`config.mk`:
```
export PLATFORM = sky130hd
export DESIGN_NAME = pe_mac_tile
export DESIGN_NICKNAME = d
export VERILOG_FILES = /design/src/rtl/pe_pkg.sv /design/src/rtl/pe_sat_add.sv /design/src/rtl/pe_mac_tile.sv
export SDC_FILE = /design/constraint.sdc
export NUM_CORES = 1
export LEC_CHECK = 0
export ABC_AREA = 0
export CORE_ASPECT_RATIO = 1.1
export CORE_MARGIN = 2
export CORE_UTILIZATION = 50
export DETAILED_ROUTE_END_ITERATION = 6
export GPL_ROUTABILITY_DRIVEN = 0
export PLACE_DENSITY = 0.71
export SKIP_LAST_GASP = 1
export SYNTH_ARGS = -nofsm -noshare
export SYNTH_HDL_FRONTEND = slang
export SYNTH_HIERARCHICAL = 1
export SYNTH_SLANG_ARGS = --single-unit
```
`constraint.sdc`:
```
create_clock -name clk -period 6.55 [get_ports clk]
set_clock_uncertainty 0.2 [all_clocks]
set_input_delay 1.6375 -clock clk [delete_from_list [all_inputs] [get_ports clk]]
set_output_delay 1.6375 -clock clk [all_outputs]
set_load 0.1 [all_outputs]
```
`src/rtl/pe_pkg.sv`:
```
// Shared definitions for the MAC processing element.
// Holds the PE state encoding and the helpers that derive the signed
// saturation bounds for any accumulator width up to PE_MAX_ACC_W bits.
package pe_pkg;

  typedef enum logic {
    PE_IDLE = 1'b0,
    PE_ACC  = 1'b1
  } pe_state_e;

  localparam int PE_MAX_ACC_W = 64;
  localparam logic [PE_MAX_ACC_W-1:0] PE_ALL_ONES = '1;

  // Largest positive value of a w-bit two's-complement number, zero-extended
  // to PE_MAX_ACC_W bits. The most negative value is its bitwise inverse.
  function automatic logic [PE_MAX_ACC_W-1:0] pe_sat_max(input int w);
    return PE_ALL_ONES >> (PE_MAX_ACC_W - w + 1);
  endfunction

endpackage

```
`src/rtl/pe_sat_add.sv`:
```
// Combinational signed adder of accumulator width.
// Ports:
//   a, b     : signed addends (ACC_W bits)
//   sum      : a + b, clamped to the signed range when SATURATE=1,
//              two's-complement wrapped otherwise
//   overflow : the exact sum did not fit in ACC_W bits
module pe_sat_add
  import pe_pkg::*;
#(
  parameter int ACC_W    = 32,
  parameter bit SATURATE = 1'b1
) (
  input  logic signed [ACC_W-1:0] a,
  input  logic signed [ACC_W-1:0] b,
  output logic signed [ACC_W-1:0] sum,
  output logic                    overflow
);

  localparam logic signed [ACC_W-1:0] SAT_MAX = ACC_W'(pe_sat_max(ACC_W));
  localparam logic signed [ACC_W-1:0] SAT_MIN = ~SAT_MAX;

  logic signed [ACC_W-1:0] raw;

  // Overflow can only happen when both addends share a sign and the
  // wrapped result's sign differs; the clamp direction follows that sign.
  always_comb begin
    raw      = a + b;
    overflow = (a[ACC_W-1] == b[ACC_W-1]) && (raw[ACC_W-1] != a[ACC_W-1]);
    sum      = raw;
    if (SATURATE && overflow) begin
      sum = a[ACC_W-1] ? SAT_MIN : SAT_MAX;
    end
  end

endmodule

```
`src/rtl/pe_mac_tile.sv`:
```
// Output-stationary MAC processing element for a systolic array tile.
// Operands move west->east and north->south through one register stage each;
// when both operands are valid they are multiplied and accumulated into a
// dot product delimited by the west first/last tags. Completed dot products
// land in a single hold register drained with a ready/valid handshake.
// Ports:
//   clk, rst                      : clock (rising edge), async active-high reset
//   in_north, in_north_valid      : north operand and its valid
//   in_west, in_west_valid        : west operand and its valid
//   in_west_first, in_west_last   : dot-product delimiters, qualified by west valid
//   out_south, out_south_valid    : registered copy of the north operand
//   out_east, out_east_valid,
//   out_east_first, out_east_last : registered copy of the west operand and tags
//   relu_en                       : clamp negative results to zero at load time
//   result_data, result_valid     : held dot product and its valid
//   result_ready                  : consumer accepts result_data
//   result_sat                    : the held result saturated along the way
//   err_align                     : sticky operand alignment / tagging error
//   err_drop                      : sticky, a completed result was discarded
//   acc_busy                      : a dot product is being accumulated
module pe_mac_tile
  import pe_pkg::*;
#(
  parameter int DATA_W   = 8,
  parameter int ACC_W    = 32,
  parameter bit SATURATE = 1'b1
) (
  input  logic                     clk,
  input  logic                     rst,
  input  logic signed [DATA_W-1:0] in_north,
  input  logic                     in_north_valid,
  input  logic signed [DATA_W-1:0] in_west,
  input  logic                     in_west_valid,
  input  logic                     in_west_first,
  input  logic                     in_west_last,
  output logic signed [DATA_W-1:0] out_south,
  output logic                     out_south_valid,
  output logic signed [DATA_W-1:0] out_east,
  output logic                     out_east_valid,
  output logic                     out_east_first,
  output logic                     out_east_last,
  input  logic                     relu_en,
  output logic signed [ACC_W-1:0]  result_data,
  output logic                     result_valid,
  input  logic                     result_ready,
  output logic                     result_sat,
  output logic                     err_align,
  output logic                     err_drop,
  output logic                     acc_busy
);

  pe_state_e state, state_next;

  logic signed [ACC_W-1:0]    acc, acc_next;
  logic                       sat_flag, sat_next;
  logic signed [2*DATA_W-1:0] product;
  logic signed [ACC_W-1:0]    product_ext;
  logic signed [ACC_W-1:0]    sum;
  logic                       overflow;
  logic                       clamp;
  logic                       fire;
  logic                       mismatch;
  logic                       load;
  logic signed [ACC_W-1:0]    load_value;
  logic                       load_sat;
  logic                       align_err;
  logic                       can_load;

  assign fire     = in_north_valid && in_west_valid;
  assign mismatch = in_north_valid ^ in_west_valid;

  // Widen before multiplying so the full signed product is kept, then
  // sign-extend into the accumulator width.
  assign product     = (2*DATA_W)'(in_north) * (2*DATA_W)'(in_west);
  assign product_ext = ACC_W'(product);

  pe_sat_add #(
    .ACC_W    (ACC_W),
    .SATURATE (SATURATE)
  ) u_sat_add (
    .a        (acc),
    .b        (product_ext),
    .sum      (sum),
    .overflow (overflow)
  );

  // In wrap mode an overflow is legal arithmetic, not a saturation event.
  assign clamp = SATURATE && overflow;

  assign acc_busy = (state == PE_ACC);

  always_ff @(posedge clk or posedge rst) begin
    if (rst) begin
      state <= PE_IDLE;
    end else begin
      state <= state_next;
    end
  end

  // A first tag always starts a fresh dot product from the bare product,
  // which cannot saturate because ACC_W >= 2*DATA_W. A first seen while
  // already accumulating is flagged but still honoured as a restart.
  always_comb begin
    state_next = state;
    acc_next   = acc;
    sat_next   = sat_flag;
    load       = 1'b0;
    load_value = product_ext;
    load_sat   = 1'b0;
    align_err  = mismatch;
    if (fire) begin
      case (state)
        PE_IDLE: begin
          if (!in_west_first) begin
            align_err = 1'b1;
          end else if (in_west_last) begin
            load = 1'b1;
          end else begin
            acc_next   = product_ext;
            sat_next   = 1'b0;
            state_next = PE_ACC;
          end
        end
        PE_ACC: begin
          if (in_west_first) begin
            align_err = 1'b1;
            sat_next  = 1'b0;
            if (in_west_last) begin
              load       = 1'b1;
              state_next = PE_IDLE;
            end else begin
              acc_next = product_ext;
            end
          end else if (in_west_last) begin
            load       = 1'b1;
            load_value = sum;
            load_sat   = sat_flag | clamp;
            sat_next   = 1'b0;
            state_next = PE_IDLE;
          end else begin
            acc_next = sum;
            sat_next = sat_flag | clamp;
          end
        end
        default: begin
          state_next = PE_IDLE;
        end
      endcase
    end
  end

  always_ff @(posedge clk or posedge rst) begin
    if (rst) begin
      acc      <= '0;
      sat_flag <= 1'b0;
    end else begin
      acc      <= acc_next;
      sat_flag <= sat_next;
    end
  end

  // Forwarding is unconditional so bubbles and stale data propagate
  // through the array exactly as they arrive.
  always_ff @(posedge clk or posedge rst) begin
    if (rst) begin
      out_south       <= '0;
      out_south_valid <= 1'b0;
      out_east        <= '0;
      out_east_valid  <= 1'b0;
      out_east_first  <= 1'b0;
      out_east_last   <= 1'b0;
    end else begin
      out_south       <= in_north;
      out_south_valid <= in_north_valid;
      out_east        <= in_west;
      out_east_valid  <= in_west_valid;
      out_east_first  <= in_west_first;
      out_east_last   <= in_west_last;
    end
  end

  // The hold slot is free when empty or being drained this very cycle, so
  // an accept and a load on the same edge hand over without a bubble.
  assign can_load = !result_valid || result_ready;

  always_ff @(posedge clk or posedge rst) begin
    if (rst) begin
      result_data  <= '0;
      result_valid <= 1'b0;
      result_sat   <= 1'b0;
      err_drop     <= 1'b0;
    end else if (load && can_load) begin
      result_data  <= (relu_en && load_value[ACC_W-1]) ? '0 : load_value;
      result_sat   <= load_sat;
      result_valid <= 1'b1;
    end else begin
      if (load) begin
        err_drop <= 1'b1;
      end
      if (result_valid && result_ready) begin
        result_valid <= 1'b0;
      end
    end
  end

  always_ff @(posedge clk or posedge rst) begin
    if (rst) begin
      err_align <= 1'b0;
    end else if (align_err) begin
      err_align <= 1'b1;
    end
  end

endmodule
```
Yosys cells after proc, flatten, opt, wreduce, memory -nomap -nowiden. Cells that the tools add are included.

$add $sub $neg: 1. Reductions and logical operators: 11. Multiply operators: 1. Mux-type cells: 34. Bitwise gates (word level): 4. Equal/unequal tests: 5.

Operator list (count): $mux W32 (11); $pmux W32 S2 (1); $add A32 B16 Y32 (1); $mux W1 (18); $mul A8 B8 Y16 (1); $pmux W1 S2 (4); $reduce_and A3 Y1 (2); $logic_and A1 B1 Y1 (5); $ne A2 B2 Y1 const B (2); $ne A3 B3 Y1 const B (1); $not A1 Y1 (2); $reduce_and A2 Y1 (1); $reduce_bool A2 Y1 (1); $eq A1 B1 Y1 (1); $logic_not A1 Y1 (1); $logic_or A1 B1 Y1 (1); $ne A1 B1 Y1 (1); $or A1 B1 Y1 (1); $xor A1 B1 Y1 (1).

Register bits after elaboration: 90. Output and inout port bits: 57. Input bits: 24.

Depth between registers and ports, before layout. Gate-level depths: netlist (run 1).

Depth in word-level cells: 11. Mapped depth: 32. Mapped depth without buffers: 30.

By module. Netlist (run 1), hierarchy kept.

Modules (own cells, without submodules): pe_mac_tile (area each 6217.2 um^2, cells an instance 622, times used 1); pe_sat_add (area each 2109.5 um^2, cells an instance 299, times used 1).

Least setup slack after synthesis (run 1). No wires, ideal clock.

Path type: input -> register. Start point: in in_west[2]. End point: reg result_data[24]. Data required time: 6.209 ns. Setup slack: -1.556 ns. Stages: 25. Data arrival time: 7.766 ns. Library setup time: 0.141 ns. Cells stage by stage: nand2_1 > fa_1 > fa_1 > fa_1 > fa_1 > inv_1 > ha_1 > and2_1 > o311ai_1 > a21oi_1 > a21o_1 > nand2_1 > ha_1 > a21oi_2 > o21ai_1 > or3_1 > a211o_1 > nand4_1 > and2_1 > maj3_1 > nor2_1 > nor2b_1 > clkbuf_1 > buf_2 > o41ai_1.

Cells in the longest elaborated chain, start to end: 11.

Ends and longest elaborated chain: start, declared (line pe_mac_tile.sv:32) `input logic signed [DATA_W-1:0] in_west,`; $mul A8 B8 Y16 * (line pe_mac_tile.sv:74) `assign product = (2*DATA_W)'(in_north) * (2*DATA_W)'(in_west);`; net product[15] (line pe_mac_tile.sv:56) `logic signed [2*DATA_W-1:0] product;`; $add A32 B16 Y32 (line pe_sat_add.sv:27) `raw = a + b;`; $ne A1 B1 Y1 (line pe_sat_add.sv:28) `overflow = (a[ACC_W-1] == b[ACC_W-1]) && (raw[ACC_W-1] != a[ACC_W-1]);`; $logic_and A1 B1 Y1 (line pe_sat_add.sv:28); $mux W32 * (line pe_sat_add.sv:30) `if (SATURATE && overflow) begin`; net sum[31] (line pe_mac_tile.sv:58) `logic signed [ACC_W-1:0] sum;`; $mux W32 * (line pe_mac_tile.sv:134) `end else if (in_west_last) begin`; $mux W32 * (line pe_mac_tile.sv:125) `if (in_west_first) begin`; $mux W32 * (line pe_mac_tile.sv:112) `case (state)`; $mux W32 * (line pe_mac_tile.sv:111) `if (fire) begin`; $logic_and A1 B1 Y1 * (line pe_mac_tile.sv:193) `result_data <= (relu_en && load_value[ACC_W-1]) ? '0 : load_value;`; $mux W32 * (line pe_mac_tile.sv:193); end signal, assigned (line pe_mac_tile.sv:193); end, declared (line pe_mac_tile.sv:43) `output logic signed [ACC_W-1:0] result_data,`.

The timed path passes the listed nets; every way through them passes the cells marked *. A chain may end at the register's enable or synchronous reset.

Worst setup path in the final report (run 1).
Start point: in in_north[7]. End point: reg result_data[14].

RTL lines: start, declared (line pe_mac_tile.sv:30) `input logic signed [DATA_W-1:0] in_north,`; $mul A8 B8 Y16 * (line pe_mac_tile.sv:74); net product[15] (line pe_mac_tile.sv:56); $add A32 B16 Y32 (line pe_sat_add.sv:27); $ne A1 B1 Y1 (line pe_sat_add.sv:28); $logic_and A1 B1 Y1 * (line pe_sat_add.sv:28); $mux W32 * (line pe_sat_add.sv:30); net sum[14] (line pe_mac_tile.sv:58); $mux W32 * (line pe_mac_tile.sv:134); $mux W32 * (line pe_mac_tile.sv:125); $mux W32 * (line pe_mac_tile.sv:112); $mux W32 * (line pe_mac_tile.sv:111); $mux W32 * (line pe_mac_tile.sv:193).

Marks and branches as above.

==> flow_metrics.py, run 1 <==
metrics = {
    "routing": {
        "via_per_inst": 6.23,
        "drt_first_pass_iters": 5,
        "drc": 0,
        "wl_um": 32300,
        "ant_nets": 0,
        "vias": 8974,
        "dr.first_iter.drc_count": 673,
        "wire_per_inst_um": 22.5,
    },
    "floorplan": {
        "die_w_um": 127,
        "die-area_sq_um": 17700,
        "top_level_ports": 81,
        "start_util": 0.511,
        "fp.dieH_um": 139,
        "rows": 49,
        "core_sq_um": 16300,
    },
    "worst_setup_path": {
        "cp.required_ps": 6590,
        "cp_slowest_stage_delay_ps": 570,
        "endpoint_kind": "register",
        "start_kind": "primary input",
        "critPathSlowestCell": "fa_1",
        "arrival_ps": 8180,
        "crit_type": "in -> reg",
        "worstPathMaxFanout": 7,
    },
    "sta": {
        "period_needed_ps": 8150,
        "finalCritPeriodShare": 1.24,
        "max_slew_margin": 0.295,
        "tightest_slew_ps": 1050,
        "fin_ws_ps": -1600,
        "hold_viol": 0,
        "setup_violations": 66,
        "slew_violations": 0,
        "max_freq_ghz": 0.123,
        "rsz0062_at_grt": "yes",
    },
    "synth": {
        "syn-num-nets": 1062,
        "synth_cell_types": 70,
        "synth-xor-area-share": 0.0389,
        "netlist_area_sq_um": 8330,
        "synth.avg_cell_area_sq_um": 9.04,
        "ys_seq_area_frac": 0.270,
        "synth_top_family_by_area": "compound AO/OA/AOI/OAI gates",
        "synth_fa_ha_area_frac": 0.227,
        "ys_async_sr_fraction": 1.00,
        "yosys_warnings": 6,
        "synth-seq-cells": 90,
        "synth_edf_count": 0,
        "netlist_instances": 921,
        "synth_simple_gate_area_frac": 0.156,
        "synth_mux_area_frac": 0.00255,
        "synth_ff_type": "dfrtp_1",
        "synth-compound-area-share": 0.229,
    },
    "min_path": {
        "hp-class": "reg -> reg",
    },
    "clock_tree": {
        "path_clk_slew_ps": 70,
        "cts_buffer_depth": 2,
        "ctsHoldBuffers": 0,
        "cts_sinks": 90,
        "cts-htree-levels": 3,
        "cts_buffers": 9,
        "cts-root-buf": "clkbuf_16",
        "cts_tree": "yes",
        "clock_latency_ps": 370,
    },
    "finish": {
        "fin_nets": 1372,
        "area_delta_synth_final_pct": 55.6,
        "drive_above_1_share": 0.432,
        "antenna_cells": 0,
        "final_cell_area_sq_um": 13000,
    },
    "outcome": {
        "violations": "negative setup slack",
        "status": "finished with violations",
    },
    "flow_run": {
        "drv_cap": 0,
    },
    "global_routing": {
        "antenna_found_initial": 0,
        "grt_first_pass_wirelength_um": 44500,
        "grt_usage": 0.315,
        "grt_pass1_vias": 9016,
        "overflow": 0,
        "grt_max_degree": 53,
    },
    "placed_design": {
        "dpl_cell_area_sq_um": 11100,
        "port_buffers": 80,
        "dpl.hpwl_um": 19000,
    },
}
==> routing by layer <==
layer  track usage  part of all wire  up-vias
li1              -                 -     3823
met1         0.368              0.36     4407
met2         0.566              0.50      528
met3        0.0419             0.062      216
met4         0.159             0.076        0
met5             0                 0        -
==> timing repair <==
action,CTS,global route
gates resized for setup,177,104
buffers inserted,32,25
endpoints found under the setup margin,66,66
pin swaps,91,98
gates cloned,1,1
==> layout make-up <==
cell class                      instances  area, sq um
Inverter                              100          380
Clock inverter                          6          136
Clock buffer                           10          239
Tap cell                              204          255
Multi-Input combinational cell        687         6670
Timing Repair Buffer                  343         3020
Fill cell                             924         3350
Sequential cell                        90         2250
==> path summary, 6_finish.rpt <==
path,endpoint,slack (ps),depth (start not counted),start
max,result_data[14]$_DFFE_PP0P_,-1600,31,in_north[7]
min,result_data[31]$_DFFE_PP0P_,280,2,result_data[31]$_DFFE_PP0P_
max reg2reg,result_data[16]$_DFFE_PP0P_,3070,12,acc[0]$_DFFE_PP0P_
min reg2reg,result_data[31]$_DFFE_PP0P_,280,2,result_data[31]$_DFFE_PP0P_
max in group asynchronous,out_east[7]$_DFF_PP0_,3610,3,rst
min in group asynchronous,acc[7]$_DFFE_PP0P_,1480,2,rst
==> critical path: cells and delay by family <==
| kind | cells | cell delay [ps] |
|---|---|---|
| and+or+nand+nor | 9 | 1820 |
| adders and majority gates | 6 | 2620 |
| buffers and inverters | 9 | 860 |
| AOI/OAI and AO/OA | 7 | 1260 |
==> cells in the mapped netlist, types with 5 or more instances <==
cell type,number,area (sq um)
o21a_1,7,52.6
a21o_1,13,97.6
nor3_1,5,25.0
o31ai_1,11,82.6
a21oi_1,62,310
nor2_1,85,319
xnor2_1,23,201
fa_1,56,1120
nand2b_1,13,81.3
o21ai_2,8,70.1
and3_1,5,31.3
o41ai_2,10,163
o21ai_0,18,90.1
nand4_1,12,75.1
and2_1,43,269
ha_1,61,763
o22ai_1,16,100
o221a_2,18,203
o41ai_1,19,166
inv_1,100,375
a31oi_1,6,37.5
o211ai_1,5,37.5
a211oi_1,5,37.5
buf_2,11,55.1
buf_6,8,90.1
o21ai_1,26,130
nand2_1,85,319
dfrtp_1,90,2250
clkbuf_1,22,82.6
xor2_1,14,123
a21oi_2,6,52.6
nand3_1,7,35.0
==> cells in the final DEF, fill, tap and decap left out, types with 15 or more instances in the layout <==
master,n
o41ai_2,24
and2_1,33
nor2_2,16
ha_4,20
o22ai_1,15
nand2_1,75
inv_2,18
buf_4,221
fa_1,50
o21ai_2,19
dfrtp_1,90
nor2_1,63
xnor2_1,21
buf_6,28
inv_1,80
clkdlybuf4s50_1,64
a21oi_1,49
ha_1,36
o221a_2,16
==> logic make-up after synthesis <==
| family | after synthesis |
|---|---|
| adder cells (fa/ha/maj) | 118 |
| multiplexers | 2 |
| AO/OA/AOI/OAI | 257 |
| buffers and inverters | 144 |
| AND/OR/NAND/NOR | 273 |
| flip-flops | 90 |
| XOR/XNOR | 37 |
==> flip-flops by register name, indices dropped and copies added, names as in the netlist <==
signal	count
result_valid	1
sat_flag	1
out_south_valid	1
out_east_last	1
acc_busy	1
out_east_valid	1
result_data	32
err_drop	1
out_east	8
acc	32
result_sat	1
out_east_first	1
out_south	8
err_align	1
==> metrics by stage <==
stage / util / TNS (ps) / std cells / hold WS [ps] / setup slack (ps)
2_1_floorplan: - / -57780 / 921 / 269 / -982
3_3_place_gp: 0.680 / -125360 / 1365 / 260 / -2050
3_5_place_dp: 0.680 / -132940 / 1365 / 265 / -2160
4_1_cts: 0.754 / -71930 / 1414 / 281 / -1160
5_1_grt: 0.794 / -111360 / 1440 / 295 / -1870
6_report: 0.794 / -93230 / 1440 / 284 / -1600
Power of run 1 is left out: the tool's default activity adds up to more than one toggle a clock period on the data nets, which glitch-free logic cannot reach.
==> run 2: changes to the inputs <==
--- a/config.mk
+++ b/config.mk
@@ -13,6 +13,7 @@
 export GPL_ROUTABILITY_DRIVEN = 0
 export PLACE_DENSITY = 0.71
 export SKIP_LAST_GASP = 1
+export SLEW_MARGIN = 20
 export SYNTH_ARGS = -nofsm -noshare
 export SYNTH_HDL_FRONTEND = slang
 export SYNTH_HIERARCHICAL = 1
==> results of run 2 <==
Same layout as run 1: the final DEF is identical, and so are final timing and power.
Power of run 2 is left out for the same reason.
==> RTL change 1, RTL diff (flow settings as in run 2) <==
Put one more register stage on the output `err_drop`. The value now appears one clock later. The other outputs are not delayed to match.
--- a/src/rtl/pe_mac_tile.sv
+++ b/src/rtl/pe_mac_tile.sv
@@ -50,4 +50,6 @@
 );
 
+  logic err_drop_s0;
+
   pe_state_e state, state_next;
 
@@ -189,5 +191,5 @@
       result_valid <= 1'b0;
       result_sat   <= 1'b0;
-      err_drop     <= 1'b0;
+      err_drop_s0  <= 1'b0;
     end else if (load && can_load) begin
       result_data  <= (relu_en && load_value[ACC_W-1]) ? '0 : load_value;
@@ -196,5 +198,5 @@
     end else begin
       if (load) begin
-        err_drop <= 1'b1;
+        err_drop_s0 <= 1'b1;
       end
       if (result_valid && result_ready) begin
@@ -212,3 +214,11 @@
   end
 
+  always_ff @(posedge clk or posedge rst) begin
+    if (rst) begin
+      err_drop <= '0;
+    end else begin
+      err_drop <= err_drop_s0;
+    end
+  end
+
 endmodule
Behaviour: not the same (Yosys sat finds a counterexample within 4 cycles, from zero or initial values and one cycle with rst high).
==> RTL change 1 against run 2 <==
The run still ends with setup timing left. Via count down 6.2%. Cell area decreased by 2.7%. Sequential share of layout area grew 0.69 points. Wire length fell by 14%. Largest cell class unchanged. Count of clock-buffer cells in the layout did not move. Die area grew 0.29%. Sequential cell count is 1 higher. Worst setup slack improved by 0.24 ns. Synthesized area is 0.30% higher. Worst hold slack worse by 0.10 ns.
Power is not shown: default switching activity piles up to over one toggle a cycle in this logic, so the estimate is an artifact.
==> RTL change 1: results (changes against run 2) <==
[detailed_routing]
vias = 8422  ; was 8,974
wl_per_cell_um = 19.61  ; was 22.46 um
drtIter0Drc = 612  ; was 673
firstDrtPassIters = 7  ; was 5
routed_wl_um = 27840  ; was 32,340 um

[synthesis]
synth_xor_area_frac = 0.03880  ; was 0.03892
ys_top_cells_by_count = 100 x inv_1, 91 x dfrtp_1, 85 x nand2_1, 85 x nor2_1, 62 x a21oi_1  ; was 100 x inv_1, 90 x dfrtp_1, 85 x nand2_1, 85 x nor2_1, 62 x a21oi_1
postSynthAreaPerCell_um2 = 9.058  ; was 9.041 um2
synth_seq_area_share = 0.2727  ; was 0.2705
synth_compound_area_frac = 0.2288  ; was 0.2295
synthAdderAreaFrac = 0.2268  ; was 0.2275
yosys-top-cells-area = dfrtp_1 27%, fa_1 13%, ha_1 9.1%  ; was dfrtp_1 27%, fa_1 13%, ha_1 9.2%
synth_nets = 1063  ; was 1,062
synth_mux_area_frac = 0.002547  ; was 0.002554

[critical_path]
endpoint = result_data[11]  ; was result_data[14]
cp_max_fo = 6  ; was 7
regToRegSetupSlack_ns = 3.15  ; was 3.07 ns
timing.rr.end = acc[18]  ; was result_data[16]
cp.arrival_ns = 7.95  ; was 8.18 ns

[grt]
grt_antenna_before_repair = 0  ; unchanged
grt_first_pass_wirelength_um = 43310  ; was 44,460 um
grt_max_degree = 54  ; was 53
gr-usage-all-layers = 0.3050  ; was 0.3155
first_global_vias = 8803  ; was 9,016

[finish]
finalNetCount = 1352  ; was 1,372
nFillCells = 1017  ; was 924
layout.cells.most_common = buf_4  ; unchanged
drive_gt1_frac = 0.4021  ; was 0.4320

[timing]
max_slew.worst_pin.slew_ns = 1.051  ; was 1.054 ns
worst_slack_ns = -1.360  ; was -1.596 ns
setup_viol = 66  ; unchanged
finalSetupTns_ns = -80.86  ; was -93.23 ns

[placement]
dp_cells = 1363  ; was 1,365
placement.cell_area_mm2 = 0.01111  ; was 0.01109 mm2

[cts]
cts_root_buf = clkbuf_16  ; unchanged

[status]
violations = setup timing  ; unchanged
outcome = finished with violations  ; unchanged

[RTL change 1: critical path, stage by stage]
cell      delay (ns)
buf_6           0.10
buf_6           0.11
buf_4           0.13
nand2_4         0.08
fa_2            0.50
fa_1            0.57
fa_1            0.44
fa_1            0.55
inv_1           0.06
ha_4            0.25
a21oi_2         0.15
nor3b_2         0.24
nand4_1         0.23
a21o_4          0.32
nand2_8         0.12
ha_4            0.23
a21oi_1         0.25
o21ai_2         0.12
or3_1           0.32
a211o_1         0.30
nand4_1         0.12
buf_4           0.13
and4_4          0.24
buf_6           0.14
o21ai_4         0.06
a221oi_2        0.28
buf_4           0.17
o31ai_4         0.07
[RTL change 1: metal layers]
layer  global-route usage  wire length (um)
met3              0.04614              1471
met4               0.1296              1042
met5                    0                 0
met1               0.3746             10960
met2               0.5334             14370
[RTL change 1: layout make-up]
class                      count  area [um2]  area share
inverter                     100       382.9     0.03039
sequential                    91        2277      0.1807
multi-input combinational    689        6551      0.5200
clock buffer                  10       239.0     0.01897
timing repair buffer         320        2823      0.2240
clock inverter                 6       71.32    0.005660
tap                          204       255.2     0.02026
[RTL change 1: worst min path at each step]
stage,start,cells past startpoint,endpoint,slack (ns)
2_1_floorplan,err_drop_s0,0,err_drop,0.15
3_3_place_gp,err_drop_s0,0,err_drop,0.16
4_1_cts,err_drop_s0,0,err_drop,0.19
6_report,err_drop_s0,0,err_drop,0.18
5_1_grt,err_drop_s0,0,err_drop,0.21
3_5_place_dp,err_drop_s0,0,err_drop,0.17
[RTL change 1: logic make-up (layout without fill, tap and decap cells)]
logic type               after synthesis  in the layout
adder cells (fa/ha/maj)              118            118
buffers and inverters                144            436
AND/OR/NAND/NOR                      273            274
multiplexers                           2              2
AO/OA/AOI/OAI                        257            258
XOR/XNOR                              37             37
flip-flops                            91             91
[RTL change 1: repair_timing]
| item | in CTS | in global routing |
|---|---|---|
| endpoints found under the setup margin | 66 | 66 |
| setup buffers | 25 | 16 |
| hold endpoints to repair | 0 | 0 |
| pin swaps | 70 | 62 |
| gates resized for setup | 158 | 100 |
| cloned | 3 | 2 |
[RTL change 1: per-stage QoR]
step,hold WS (ns),worst slack (ns)
finish,0.1803,-1.360
global route,0.2106,-1.530
CTS,0.1860,-1.208
detailed placement,0.1704,-2.165
global placement,0.1615,-2.044
floorplan,0.1484,-0.9825
==> RTL change 2, RTL diff (settings of run 2) <==
Without the edit above. `SATURATE` is set to 1'b1 in 2 places; all go to 1'b0.
--- a/src/rtl/pe_sat_add.sv
+++ b/src/rtl/pe_sat_add.sv
@@ -9,5 +9,5 @@
 #(
   parameter int ACC_W    = 32,
-  parameter bit SATURATE = 1'b1
+  parameter bit SATURATE = 1'b0
 ) (
   input  logic signed [ACC_W-1:0] a,
--- a/src/rtl/pe_mac_tile.sv
+++ b/src/rtl/pe_mac_tile.sv
@@ -24,5 +24,5 @@
   parameter int DATA_W   = 8,
   parameter int ACC_W    = 32,
-  parameter bit SATURATE = 1'b1
+  parameter bit SATURATE = 1'b0
 ) (
   input  logic                     clk,
Check against the original RTL: no difference found for any inputs over 4 cycles, from zero or initial values and one cycle with rst high; that may be too few to reach the edited logic, so the function may still have changed.
==> RTL change 2 against run 2 <==
The run still ends with setup timing left. Utilization decreased by 4.4 points. Register-to-register slack improved by 0.09 ns. Synthesized area decreased by 7.4%. Synthesized cell count decreased by 15%. Wire length decreased by 30%. Sequential cell count unchanged. Count of clock-buffer cells in the layout increased by 3. Cell area decreased by 13%. Fmax increased by 5.4%. Cell count decreased by 14%. Die area decreased by 7.2%. Worst setup slack improved by 0.42 ns.
Power is not shown: default switching activity piles up to over one toggle a cycle in this logic, so the estimate is an artifact.
==> RTL change 2: results (changes against run 2) <==
[grt]
gr-usage-met3 = 0.04039  ; was 0.04191
first_global_vias = 7386  ; was 9,016
grt_antenna_before_repair = 0  ; unchanged
grt_first_pass_wirelength_um = 34830  ; was 44,460 um
gr-usage-all-layers = 0.2667  ; was 0.3155
met2_usage = 0.4623  ; was 0.5656
gr-usage-met1 = 0.3280  ; was 0.3680
grt_max_degree = 60  ; was 53

[critical_path]
cp_max_fo = 8  ; was 7
r2r_cells = 7  ; was 12
cp.arrival_ns = 7.76  ; was 8.18 ns

[status]
violations = setup timing  ; unchanged
outcome = finished with violations  ; unchanged

[cts]
htreeDepth = 3  ; unchanged
path_clk_slew_ns = 0.07  ; about the same
cts_buffers = 9  ; unchanged
clockBufferDepth = 2  ; unchanged
cts_tree = yes  ; unchanged
cts_root_buf = clkbuf_16  ; unchanged
clock_latency_ns = 0.35  ; was 0.37 ns

[worst_hold_path]
worstHoldPathCells = 2  ; unchanged

[synthesis]
yosys_warnings = 6  ; unchanged
synth_nets = 922  ; was 1,062

[detailed_routing]
drtIter0Drc = 451  ; was 673
routed_wl_um = 22570  ; was 32,340 um
vias = 7117  ; was 8,974

[placement]
placement.cell_area_mm2 = 0.01014  ; was 0.01109 mm2
hpwl_um = 15470  ; was 18,960 um
place_ws_ns = -2.133  ; was -2.163 ns

[timing]
setup_viol = 53  ; was 66
max_slew_margin = 0.2579  ; was 0.2953
worst_slack_ns = -1.180  ; was -1.596 ns
finalSetupTns_ns = -51.17  ; was -93.23 ns

[finish]
nFillCells = 991  ; was 924
drive_gt1_frac = 0.3814  ; was 0.4320
n_antenna_cell = 0  ; unchanged
finalNetCount = 1177  ; was 1,372

==> RTL change 2: final timing paths <==
kind	endpoint	start	slack [ns]
worst max-delay path	result_data[22]	in_north[5]	-1.18
worst max register to register	result_data[22]	acc_busy	3.16
min in group asynchronous	result_data[10]	rst	1.56
worst min-delay path	result_data[0]	result_data[0]	0.28
worst min register to register	result_data[0]	result_data[0]	0.28
max in group asynchronous	out_east[1]	rst	3.68
==> RTL change 2: worst max-delay path, stage by stage <==
cell and delay [ns]:
buf_6 0.12, and2_4 0.16, fa_1 0.48, fa_1 0.53, fa_1 0.52, inv_2 0.04
fa_1 0.49, inv_2 0.05, ha_4 0.23, a21o_1 0.19, a22o_1 0.27, o32a_1 0.40
a21oi_4 0.20, xnor2_4 0.21, ha_4 0.26, a21o_1 0.16, a21o_1 0.16, a21o_1 0.16
a31oi_1 0.16, o21ai_1 0.11, a41oi_4 0.23, a22oi_4 0.12, xnor2_2 0.21, or3_4 0.21
o21ai_4 0.12, a221o_1 0.35
==> RTL change 2: repair_timing <==
| item | in CTS | in global routing |
|---|---|---|
| buffers inserted | 17 | 15 |
| pin swaps | 39 | 59 |
| resized for setup | 142 | 92 |
| endpoints found under the setup margin | 57 | 56 |
| endpoints found under the hold margin | 0 | 0 |
| cloned | 1 | 0 |
==> RTL change 2: cell type report <==
cell class / count / area [um2] / area share
clock buffers: 13 / 280.3 / 0.02480
clock inverters: 3 / 21.27 / 0.001882
inverters: 87 / 336.6 / 0.02978
multi-input cells: 569 / 5772 / 0.5107
flip-flops and latches: 90 / 2252 / 0.1993
well taps: 196 / 245.2 / 0.02170
repair buffers: 279 / 2394 / 0.2118
==> RTL change 2: stage by stage <==
step / utilization / instances
2_1_floorplan: - / 781
3_3_place_gp: 0.6738 / 1191
3_5_place_dp: 0.6738 / 1191
4_1_cts: 0.7179 / 1225
5_1_grt: 0.7507 / 1237
6_report: 0.7507 / 1237
==> RTL change 2: layer usage <==
metal	up-vias	wire [um]	share of wire
met5	-	0	0
met4	0	843	0.037
met3	70	1214	0.054
met2	277	11570	0.51
met1	3528	8949	0.40
li1	3242	-	-
